<file path="src/rtl/n_bit_latch_bank.sv">
// Addressable bank of output latches with load/set/clear/toggle writes,
// optional staging with atomic commit/flush, and registered readback.
module n_bit_latch_bank #(
  parameter int              WIDTH     = 8,
  parameter int              CHANNELS  = 4,
  parameter int              AW        = 2,
  parameter int              BUFFERED  = 1,
  parameter logic [WIDTH-1:0] RESET_VAL = '0
) (
  input  logic                      clk,
  input  logic                      clr,
  input  logic                      we,
  input  logic [AW-1:0]             addr,
  input  logic [1:0]                op,
  input  logic [WIDTH-1:0]          inData,
  input  logic                      commit,
  input  logic                      flush,
  input  logic [AW-1:0]             rd_addr,
  input  logic                      rd_stage,
  output logic [CHANNELS*WIDTH-1:0] regOut,
  output logic [WIDTH-1:0]          rd_data,
  output logic [CHANNELS-1:0]       dirty,
  output logic                      commit_done
);

  localparam logic [1:0] OP_LOAD   = 2'b00;
  localparam logic [1:0] OP_SET    = 2'b01;
  localparam logic [1:0] OP_CLEAR  = 2'b10;
  localparam logic [1:0] OP_TOGGLE = 2'b11;
  localparam bit         BUF_EN    = (BUFFERED != 0);

  function automatic logic [WIDTH-1:0] apply_op(input logic [1:0] op_i,
                                                input logic [WIDTH-1:0] cur_i,
                                                input logic [WIDTH-1:0] d_i);
    logic [WIDTH-1:0] res;
    case (op_i)
      OP_LOAD:   res = d_i;
      OP_SET:    res = cur_i | d_i;
      OP_CLEAR:  res = cur_i & ~d_i;
      OP_TOGGLE: res = cur_i ^ d_i;
      default:   res = cur_i;
    endcase
    return res;
  endfunction

  logic [WIDTH-1:0]    r_out       [CHANNELS];
  logic [WIDTH-1:0]    r_stage     [CHANNELS];
  logic [CHANNELS-1:0] r_dirty;
  logic [WIDTH-1:0]    r_rd_data;
  logic                r_commit_done;

  logic [WIDTH-1:0]    w_out_nxt   [CHANNELS];
  logic [WIDTH-1:0]    w_stage_nxt [CHANNELS];
  logic [CHANNELS-1:0] w_dirty_nxt;
  logic [CHANNELS-1:0] w_hit;
  logic [WIDTH-1:0]    w_cur;
  logic [WIDTH-1:0]    w_wval;
  logic [WIDTH-1:0]    w_rd_nxt;
  logic                w_commit;
  logic                w_flush;
  logic                w_commit_done_nxt;

  // Write decode and target-value computation; out-of-range addresses match no channel
  always_comb begin
    w_cur = '0;
    for (int k = 0; k < CHANNELS; k++) begin
      w_hit[k] = we && (addr == AW'(k));
      w_cur    = w_cur | (w_hit[k] ? (BUF_EN ? r_stage[k] : r_out[k]) : '0);
    end
    w_wval            = apply_op(op, w_cur, inData);
    w_commit          = BUF_EN && commit;
    w_flush           = BUF_EN && flush && !commit;
    w_commit_done_nxt = w_commit && (|r_dirty);
  end

  // Per-channel next state; a colliding write overrides the flush for its own channel
  always_comb begin
    for (int k = 0; k < CHANNELS; k++) begin
      if (BUF_EN) begin
        w_out_nxt[k]   = (w_commit && r_dirty[k]) ? r_stage[k] : r_out[k];
        w_stage_nxt[k] = w_hit[k] ? w_wval : (w_flush ? r_out[k] : r_stage[k]);
        w_dirty_nxt[k] = w_hit[k] ? 1'b1 : ((w_commit || w_flush) ? 1'b0 : r_dirty[k]);
      end else begin
        w_out_nxt[k]   = w_hit[k] ? w_wval : r_out[k];
        w_stage_nxt[k] = r_stage[k];
        w_dirty_nxt[k] = 1'b0;
      end
    end
  end

  // Readback mux; unmapped channels read as zero
  always_comb begin
    w_rd_nxt = '0;
    for (int k = 0; k < CHANNELS; k++) begin
      w_rd_nxt = w_rd_nxt | ((rd_addr == AW'(k)) ?
                             ((BUF_EN && rd_stage) ? r_stage[k] : r_out[k]) : '0);
    end
  end

  // State registers with asynchronous clear
  always_ff @(posedge clk or negedge clr) begin
    if (!clr) begin
      for (int k = 0; k < CHANNELS; k++) begin
        r_out[k]   <= RESET_VAL;
        r_stage[k] <= RESET_VAL;
      end
      r_dirty       <= '0;
      r_rd_data     <= '0;
      r_commit_done <= 1'b0;
    end else begin
      for (int k = 0; k < CHANNELS; k++) begin
        r_out[k]   <= w_out_nxt[k];
        r_stage[k] <= w_stage_nxt[k];
      end
      r_dirty       <= w_dirty_nxt;
      r_rd_data     <= w_rd_nxt;
      r_commit_done <= w_commit_done_nxt;
    end
  end

  genvar g;
  generate
    for (g = 0; g < CHANNELS; g++) begin : g_pack
      assign regOut[g*WIDTH +: WIDTH] = r_out[g];
    end
  endgenerate

  assign rd_data     = r_rd_data;
  assign dirty       = r_dirty;
  assign commit_done = r_commit_done;

endmodule

</file>
<file path="config.mk">
export PLATFORM = sky130hd
export DESIGN_NAME = n_bit_latch_bank
export DESIGN_NICKNAME = d
export VERILOG_FILES = /design/src/rtl/n_bit_latch_bank.sv
export SDC_FILE = /design/constraint.sdc
export NUM_CORES = 1
export LEC_CHECK = 0
export BUFFER_PORTS_ARGS = -buffer_cell sky130_fd_sc_hd__buf_2
export CAP_MARGIN = 20
export CORE_MARGIN = 2
export CORE_UTILIZATION = 45
export CTS_CLUSTER_DIAMETER = 30
export DETAILED_ROUTE_END_ITERATION = 7
export HOLD_SLACK_MARGIN = 0.15
export PLACE_DENSITY = 0.65
export SETUP_SLACK_MARGIN = 0.4
export SLEW_MARGIN = 0
export SYNTH_ARGS = -nofsm -noshare
export SYNTH_HDL_FRONTEND = slang
export SYNTH_SLANG_ARGS = --single-unit
</file>
<file path="constraint.sdc">
create_clock -name clk -period 4.1 [get_ports clk]
set_input_delay 0.82 -clock clk [delete_from_list [all_inputs] [get_ports clk]]
set_output_delay 0.82 -clock clk [all_outputs]
set_load 0.03 [all_outputs]
</file>
==> impl_metrics.csv, run 1 <==
group,metric,value,unit
run_status,status,"finished, final reports clean",
power,vdd_ir_drop_max,295.3,uV
power,finalPower,3.292,mW
synth,synth_nets,353,
finish,diodes,0,
clock_tree,cts_resized,0,
clock_tree,clock_latency,0.35,ns
timing,fmax,0.3829,GHz
clock_tree,clock_sinks,77,
clock_tree,cts_setup_buffers,0,
placement,io_buffer_count,64,
clock_tree,tritoncts,"built",
timing,fin_crit,2.612,ns
clock_tree,root_buffer,"clkbuf_8",
drt,ant_nets,0,
timing,slew_viol_final,0,
finish,area_delta_synth_final,14.05,%
drt,dr.pass1.iters,4,
power,power_density,651.0,nW/um^2
run,max_cap_viol_count,0,
synth,yosysMostFrequentCell,"dfrtp_1",
clock_tree,cts_hold_buf,0,
timing,hold_slack,0.3799,ns
synth,yosys-top-cells-count,"dfrtp_1 (77), mux2i_1 (72), mux2_2 (48)",
timing,slew_headroom,0.2412,
grt,grt_pass1_wl,16.35,mm
worst_setup_path,cp_slowest_stage_delay,0.53,ns
worst_setup_path,critical-path-slowest-cell,"mux4_2",
hold_path,hp-class,"in -> async",
timing,rsz0062_at_grt,"false",
floorplan,ios,65,
synth,ys_warn_count,0,
grt,grt_pass1_vias,3000,
floorplan,initial_core_util,0.4579,
worst_setup_path,path_class,"in -> reg",
synth,synth_seq_cells,77,
synth,synth_edf_count,0,
drt,drc,0,
worst_setup_path,crit_buf_inv,1,
drt,drt_iter0_markers,119,
clock_tree,cts_buffer_depth,2,
drt,viasPerCell,5.680,
clock_tree,htreeDepth,3,
timing,setup_viol,0,
grt,grt_usage,0.2092,
timing,skew,0.009047,ns
clock_tree,cts.clk_slew.worst_paths,0.08,ns
synth,postSynthCellCount,317,
synth,ys_top_cells_by_area,"dfrtp_1 (43%), mux2i_1 (16%), mux2_2 (12%)",
floorplan,dieArea,10660,um^2
floorplan,die_h,103.3,um
floorplan,core_area,9684,um^2
worst_setup_path,path_cells,"buf_2 -> mux2_2 -> o211a_1 -> ha_1 -> mux4_2 -> mux2i_1",
synth,synth_largest_area_cell,"dfrtp_1",
timing,hold_viol,0,
worst_setup_path,cp.required,4.37,ns
power,p_leak,2.691,nW
grt,antenna_found_initial,0,
finish,n_fill_cell,879,
grt,grt.overflow.total,0,
synth,seq_area_frac_synth,0.4345,
floorplan,die_w,103.3,um
clock_tree,cts_buffers,9,
worst_setup_path,cp_top_family,"multiplexers",
timing,tns,0,ns
worst_setup_path,path_max_fanout,20,
finish,nNetsFinal,408,
drt,avgRoutedWirePerCell,20.37,um
drt,num_vias,2891,
grt,grt_max_degree,78,
synth,yosys.cell_types.count,23,
placement,dp.cells,493,
worst_setup_path,setup.worst_path.start_class,"input pin",
synth,synth_top_area_share,0.4345,
placement,routabilityCongestion,0.7558,
worst_setup_path,cp-end-kind,"flop",
worst_setup_path,crit_arrival,2.88,ns
finish,stdcell_count,509,
timing,worst_pin_slew,1.138,ns
drt,routed_wl,10.37,mm
synth,avgSynthCellArea,13.99,um^2
timing,period_share,0.6370,
synth,synth.cell_area,4434,um^2
floorplan,rows,36,
synth,ys_async_sr_fraction,1.000,
placement,hpwl,6.736,mm
synth,synth_ff_type,"dfrtp_1",
finish,layout-drive-gt1-share,0.3723,
cells in the final DEF (no fill, tap or decap), types with 2 or more instances in the layout:
| cell type | Yosys | layout |
|---|---|---|
| mux2_2 | 48 | 48 |
| o211a_1 | 8 | 8 |
| nand2_1 | 17 | 17 |
| bufinv_16 | 0 | 2 |
| buf_2 | 13 | 63 |
| mux2i_1 | 72 | 72 |
| dfrtp_1 | 77 | 77 |
| buf_4 | 0 | 2 |
| inv_1 | 16 | 16 |
| ha_1 | 16 | 16 |
| a21o_1 | 2 | 2 |
| mux4_2 | 9 | 9 |
| o211ai_1 | 8 | 8 |
| clkbuf_8 | 0 | 10 |
| mux4_1 | 15 | 15 |
power by group:
| group | internal, mW | switching (mW) |
|---|---|---|
| clock network | 0.356 | 0.279 |
| registers | 1.08 | 0.293 |
| logic | 0.577 | 0.712 |
| total | 2.01 | 1.28 |
layer usage:
metal	wire, um	up-vias	track usage	share of wire
li1	-	1300	-	-
met1	4724	1514	0.2888	0.46
met2	5142	64	0.3437	0.50
met3	354	13	0.02957	0.034
met4	144	0	0.06781	0.014
met5	0	-	0	0
through the flow:
stage	util	setup slack [ns]	area [um^2]
floorplan	-	1.437	4434
global placement	0.4973	1.173	4816
detailed placement	0.4973	1.106	4816
CTS	0.5194	1.511	5030
global route	0.5222	1.409	5057
finish	0.5222	1.488	5057
registers in the layout, summed over array words and instances, names as in the netlist:
name	cells
r_stage	32
regOut	32
rd_data	8
dirty	4
commit_done	1
worst register-to-register path, cell delays in order, from the launching register on:
cell and delay [ns]:
dfrtp_1 0.42, mux2_2 0.29, o211a_1 0.21, ha_1 0.26, mux4_2 0.53, mux2i_1 0.18
kinds of logic (layout without fill, tap and decap cells):
| family | Yosys count | in the layout | share of synthesized area |
|---|---|---|---|
| muxes | 144 | 144 | 0.4190 |
| AOI/OAI and AO/OA | 19 | 19 | 0.03753 |
| buffers and inverters | 38 | 97 | 0.04120 |
| and+or+nand+nor | 23 | 23 | 0.02257 |
| adders and majority gates | 16 | 16 | 0.04515 |
| DFF | 77 | 77 | 0.4345 |
worst paths after layout:
path / to / slack (ns) / depth (start not counted) / startpoint
min in group clk: dirty[2] / 0.55 / 1 / dirty[2]
hold / removal: rd_data[1] / 0.38 / 1 / clr
setup reg to reg: r_stage[15] / 2.14 / 5 / r_stage[23]
max in group asynchronous: r_stage[20] / 3.14 / 2 / clr
hold reg to reg: dirty[2] / 0.55 / 1 / dirty[2]
setup / recovery: r_stage[15] / 1.49 / 6 / addr[0]
layout make-up:
type | instances | area, um^2 | area share
flip-flops and latches | 77 | 1927 | 0.3810
well taps | 133 | 166.4 | 0.03290
clock inverters | 4 | 72.57 | 0.01435
inverters | 16 | 60.06 | 0.01188
repair buffers | 66 | 357.8 | 0.07076
clock buffers | 11 | 141.4 | 0.02796
multi-input cells | 202 | 2332 | 0.4612
Note: power is estimated with default switching activity, not from simulation.
==> inputs of run 2 (changes only) <==
--- a/config.mk
+++ b/config.mk
@@ -12,7 +12,7 @@
 export CTS_CLUSTER_DIAMETER = 30
 export DETAILED_ROUTE_END_ITERATION = 7
 export HOLD_SLACK_MARGIN = 0.15
-export PLACE_DENSITY = 0.65
+export PLACE_DENSITY = 0.68
 export SETUP_SLACK_MARGIN = 0.4
 export SLEW_MARGIN = 0
 export SYNTH_ARGS = -nofsm -noshare
==> constraint.sdc (replaced) <==
create_clock -name clk -period 2.1 [get_ports clk]
set_input_delay 0.42 -clock clk [delete_from_list [all_inputs] [get_ports clk]]
set_output_delay 0.42 -clock clk [all_outputs]
set_load 0.03 [all_outputs]
==> impl_metrics.csv, run 2 (synthesis results as in run 1) <==
group,metric,value,unit
finish,final_core_util,0.5634,
finish,area_delta_synth_final,23.05,%
floorplan,initial_core_util,0.4579,
worst_setup_path,path_max_fanout,4,
floorplan,rows,36,
worst_setup_path,rrSetupSlack,0.18,ns
run,max_cap_viol_count,0,
clock_tree,clock_sinks,77,
finish,layout-drive-gt1-share,0.4313,
hold_path,hp-class,"in -> reg",
drt,avgRoutedWirePerCell,19.77,um
power,p_leak,2.937,nW
worst_setup_path,critical-path-slowest-cell,"mux4_2",
drt,drt_iter0_markers,140,
timing,fin_crit,1.919,ns
grt,grt.overflow.total,0,
drt,dr.pass1.iters,4,
timing,period_share,0.9139,
worst_setup_path,cp_slowest_stage_delay,0.51,ns
grt,grt_usage,0.2169,
finish,mostFrequentLayoutCells,"dfrtp_1 (77), mux2i_1 (72), buf_2 (62), mux2_2 (40), buf_4 (36)",
clock_tree,cts_buffer_depth,2,
grt,antenna_found_initial,0,
worst_setup_path,cp-end-kind,"flop",
timing,rsz0062_at_grt,"true",
floorplan,die_h,103.3,um
grt,grt_pass1_wl,17.06,mm
worst_setup_path,crit_arrival,2.19,ns
drt,ant_nets,0,
worst_setup_path,crit_buf_inv,0,
placement,io_buffer_count,64,
placement,routabilityCongestion,0.7852,
worst_setup_path,cp.required,2.37,ns
timing,worst_pin_slew,0.6170,ns
timing,fmax,0.5210,GHz
worst_setup_path,cp_top_family,"multiplexers",
finish,diodes,0,
clock_tree,root_buffer,"clkbuf_8",
finish,nNetsFinal,447,
floorplan,core_area,9684,um^2
drt,routed_wl,10.83,mm
power,power_density,1250,nW/um^2
power,finalPower,6.820,mW
timing,slew_headroom,0.5877,
floorplan,dieArea,10660,um^2
clock_tree,htreeDepth,3,
clock_tree,tritoncts,"built",
timing,slew_viol_final,0,
drt,drc,0,
finish,final_common_cell,"dfrtp_1",
drt,viasPerCell,5.531,
grt,grt_max_degree,47,
clock_tree,cts_buffers,9,
timing,skew,0.01295,ns
timing,hold_viol,0,
worst_setup_path,path_cells,"mux2_4 -> o211a_1 -> ha_1 -> mux4_2 -> mux2i_1",
clock_tree,cts.clk_slew.worst_paths,0.09,ns
grt,grt_pass1_vias,3130,
placement,hpwl,7.079,mm
run_status,status,"finished, final reports clean",
worst_setup_path,path_class,"reg -> reg",
floorplan,die_w,103.3,um
clock_tree,clock_latency,0.35,ns
power,vdd_ir_drop_max,659.7,uV
drt,num_vias,3031,
worst_setup_path,setup.worst_path.start_class,"flop",
floorplan,ios,65,
timing,setup_viol,0,
[run 2: changes by cell type in the layout (fill, tap and decap cells not counted), sizes merged]
cell	before	now
buf	66	103
bufbuf	0	1
dlygate4sd3	0	1
[run 2: final cells by class]
cell class / count / area [um^2]
multi-input combinational: 202 / 2375
clock inverter: 4 / 72.57
clock buffer: 11 / 141.4
tap: 133 / 166.4
fill: 806 / 4228
timing repair buffer: 105 / 714.4
sequential: 77 / 1927
inverter: 16 / 60.06
[run 2: timing repair]
action / 4_1_cts / 5_1_grt
endpoints found under the hold margin: 43 / 0
endpoints found under the setup margin: 32 / 32
resized for setup: 2 / 1
cloned: 1 / 0
hold buffers: 1 / 0
buffers inserted: 15 / 8
pin swaps: 0 / 0
[run 2: metal layers]
metal / GRT usage / up-vias / share of wire
met2: 0.3262 / 90 / 0.46
li1: - / 1376 / -
met5: 0 / - / 0
met1: 0.3174 / 1551 / 0.48
met4: 0.06478 / 0 / 0.015
met3: 0.04704 / 14 / 0.050
[run 2: worst paths after layout]
check | start | to | cells past startpoint
max | r_stage[27] | r_stage[27] | 5
min | commit | commit_done | 2
max reg2reg | r_stage[27] | r_stage[27] | 5
min reg2reg | dirty[3] | dirty[3] | 2
max in group asynchronous | clr | r_stage[17] | 3
min in group asynchronous | clr | regOut[23] | 2
[run 2: metrics by stage]
step                setup TNS [ns]  hold WS [ns]  setup slack, ns  instances  area, um^2
floorplan                        0        0.1244          0.08061        317        4487
global placement            -3.335        0.4737          -0.1352        508        5009
detailed placement          -4.599        0.4774          -0.1640        508        5009
CTS                              0        0.3439           0.1696        540        5384
global route                     0        0.3489          0.08795        548        5456
finish                           0        0.3477           0.1807        548        5456
[run 2: report_power, final]
group	leakage, nW	internal (mW)	switching, mW
clock	0.105	0.694	0.535
sequential	0.974	2.10	0.524
combinational	1.86	1.43	1.54
==> inputs of run 3 (changes only) <==
--- a/config.mk
+++ b/config.mk
@@ -7,12 +7,12 @@
 export LEC_CHECK = 0
 export BUFFER_PORTS_ARGS = -buffer_cell sky130_fd_sc_hd__buf_2
 export CAP_MARGIN = 20
-export CORE_MARGIN = 2
 export CORE_UTILIZATION = 45
 export CTS_CLUSTER_DIAMETER = 30
 export DETAILED_ROUTE_END_ITERATION = 7
 export HOLD_SLACK_MARGIN = 0.15
-export PLACE_DENSITY = 0.68
+export PLACE_DENSITY_LB_ADDON = 0.3
+export RECOVER_POWER = 25
 export SETUP_SLACK_MARGIN = 0.4
 export SLEW_MARGIN = 0
 export SYNTH_ARGS = -nofsm -noshare
==> impl_metrics.csv, run 3 (synthesis results as in run 1) <==
group,metric,value,unit
run_status,status,"finished, final reports clean",
worst_setup_path,cp-end-kind,"flop",
placement,routabilityCongestion,0.8004,
clock_tree,cts.clk_slew.worst_paths,0.08,ns
timing,setup_viol,0,
timing,skew,0.01169,ns
worst_setup_path,path_class,"reg -> reg",
timing,rsz0062_at_grt,"true",
drt,viasPerCell,5.613,
drt,routed_wl,10.70,mm
clock_tree,root_buffer,"clkbuf_8",
finish,area_delta_synth_final,23.11,%
timing,hold_viol,0,
timing,period_share,0.9169,
clock_tree,clock_sinks,77,
clock_tree,htreeDepth,3,
finish,final_common_cell,"dfrtp_1",
placement,io_buffer_count,64,
placement,dpl_cell_area,5031,um^2
finish,nNetsFinal,448,
worst_setup_path,path_max_fanout,4,
drt,dr.pass1.iters,4,
grt,antenna_found_initial,0,
finish,final_core_util,0.5825,
power,p_leak,2.942,nW
floorplan,rows,35,
clock_tree,cts_buffer_depth,2,
hold_path,hp-start,"commit",
worst_setup_path,crit-reg2reg-launch,"r_stage[27]",
clock_tree,cts_buffers,9,
worst_setup_path,reg2reg_depth,5,
floorplan,ios,65,
finish,finalInstanceArea,5459,um^2
hold_path,hp-class,"in -> reg",
grt,grt_pass1_vias,3027,
worst_setup_path,cp.required,2.37,ns
drt,num_vias,3059,
floorplan,die_h,101.3,um
finish,mostFrequentLayoutCells,"dfrtp_1 (77), mux2i_1 (72), buf_2 (62), mux2_2 (40), buf_4 (36)",
power,vdd_ir_drop_max,637.4,uV
hold_path,whs_endpoint,"commit_done",
timing,slew_headroom,0.5523,
power,power_density,1281,nW/um^2
clock_tree,tritoncts,"built",
worst_setup_path,setup.worst_path.start_class,"flop",
grt,grt_pass1_wl,16.59,mm
grt,grt_max_degree,67,
clock_tree,clock_latency,0.36,ns
grt,grt.overflow.total,0,
grt,grt_usage,0.2209,
floorplan,dieArea,10250,um^2
worst_setup_path,crit_arrival,2.19,ns
drt,avgRoutedWirePerCell,19.63,um
timing,slew_viol_final,0,
drt,drc,0,
drt,drt_iter0_markers,107,
placement,hpwl,6.932,mm
worst_setup_path,rrSetupSlack,0.17,ns
floorplan,initial_core_util,0.4732,
hold_path,hold_depth,2,
finish,diodes,0,
drt,ant_nets,0,
timing,fmax,0.5194,GHz
finish,layout-drive-gt1-share,0.4303,
power,finalPower,6.996,mW
timing,worst_pin_slew,0.6716,ns
floorplan,core_area,9371,um^2
timing,tns,0,ns
timing,fin_crit,1.925,ns
run,max_cap_viol_count,0,
worst_setup_path,r2r_end,"r_stage[19]",
floorplan,die_w,101.3,um
## run 3: changes by cell type in the layout (fill, tap and decap cells not counted), sizes merged
cell,previous run,this run
clkbuf,11,13
clkinvlp,1,0
bufinv,2,3
bufbuf,1,0
## run 3: area by class of cell
cell class / count / area, um^2
repair buffers: 106 / 689.4
well taps: 129 / 161.4
inverters: 16 / 60.06
flip-flops and latches: 77 / 1927
fillers: 820 / 3913
multi-input cells: 202 / 2375
clock inverters: 4 / 95.09
clock buffers: 11 / 151.4
## run 3: through the flow
step	setup slack (ns)	hold slack, ns	std cells
2_1_floorplan	0.08061	0.1244	317
3_3_place_gp	-0.1247	0.2750	506
3_5_place_dp	-0.1785	0.2764	506
4_1_cts	0.1728	0.3408	538
5_1_grt	0.09367	0.3511	545
6_report	0.1746	0.3625	545
## run 3: worst max-delay path by stage
stage	from	to	cells past startpoint
2_1_floorplan	addr[0]	r_stage[13]	6
4_1_cts	r_stage[29]	r_stage[5]	5
5_1_grt	r_stage[18]	r_stage[10]	5
6_report	r_stage[27]	r_stage[19]	5
3_3_place_gp	addr[0]	r_stage[26]	7
3_5_place_dp	addr[0]	r_stage[5]	7
## run 3: timing repair
action                                  CTS  global route
endpoints found under the setup margin   32            32
resized for setup                         1             1
endpoints found under the hold margin    11             0
hold buffers                              1             0
buffers inserted                         16             7
## run 3: layer usage
metal / GRT usage / up-vias / routed length, um
met5: 0 / - / 0
met4: 0.05909 / 0 / 147
met3: 0.04141 / 15 / 422
met2: 0.3564 / 75 / 5143
met1: 0.3080 / 1598 / 4988
li1: - / 1371 / -
## run 3: power breakdown
group	internal (mW)	total, mW	switching (mW)
logic	1.44	2.97	1.53
registers	2.10	2.63	0.531
clock network	0.847	1.40	0.552
total	4.38	7.00	2.61
## run 3: critical path: stages, from the launching register on
cell	delay [ns]
dfrtp_1	0.41
mux2_4	0.28
o211a_1	0.21
ha_1	0.26
mux4_2	0.52
mux2i_1	0.17
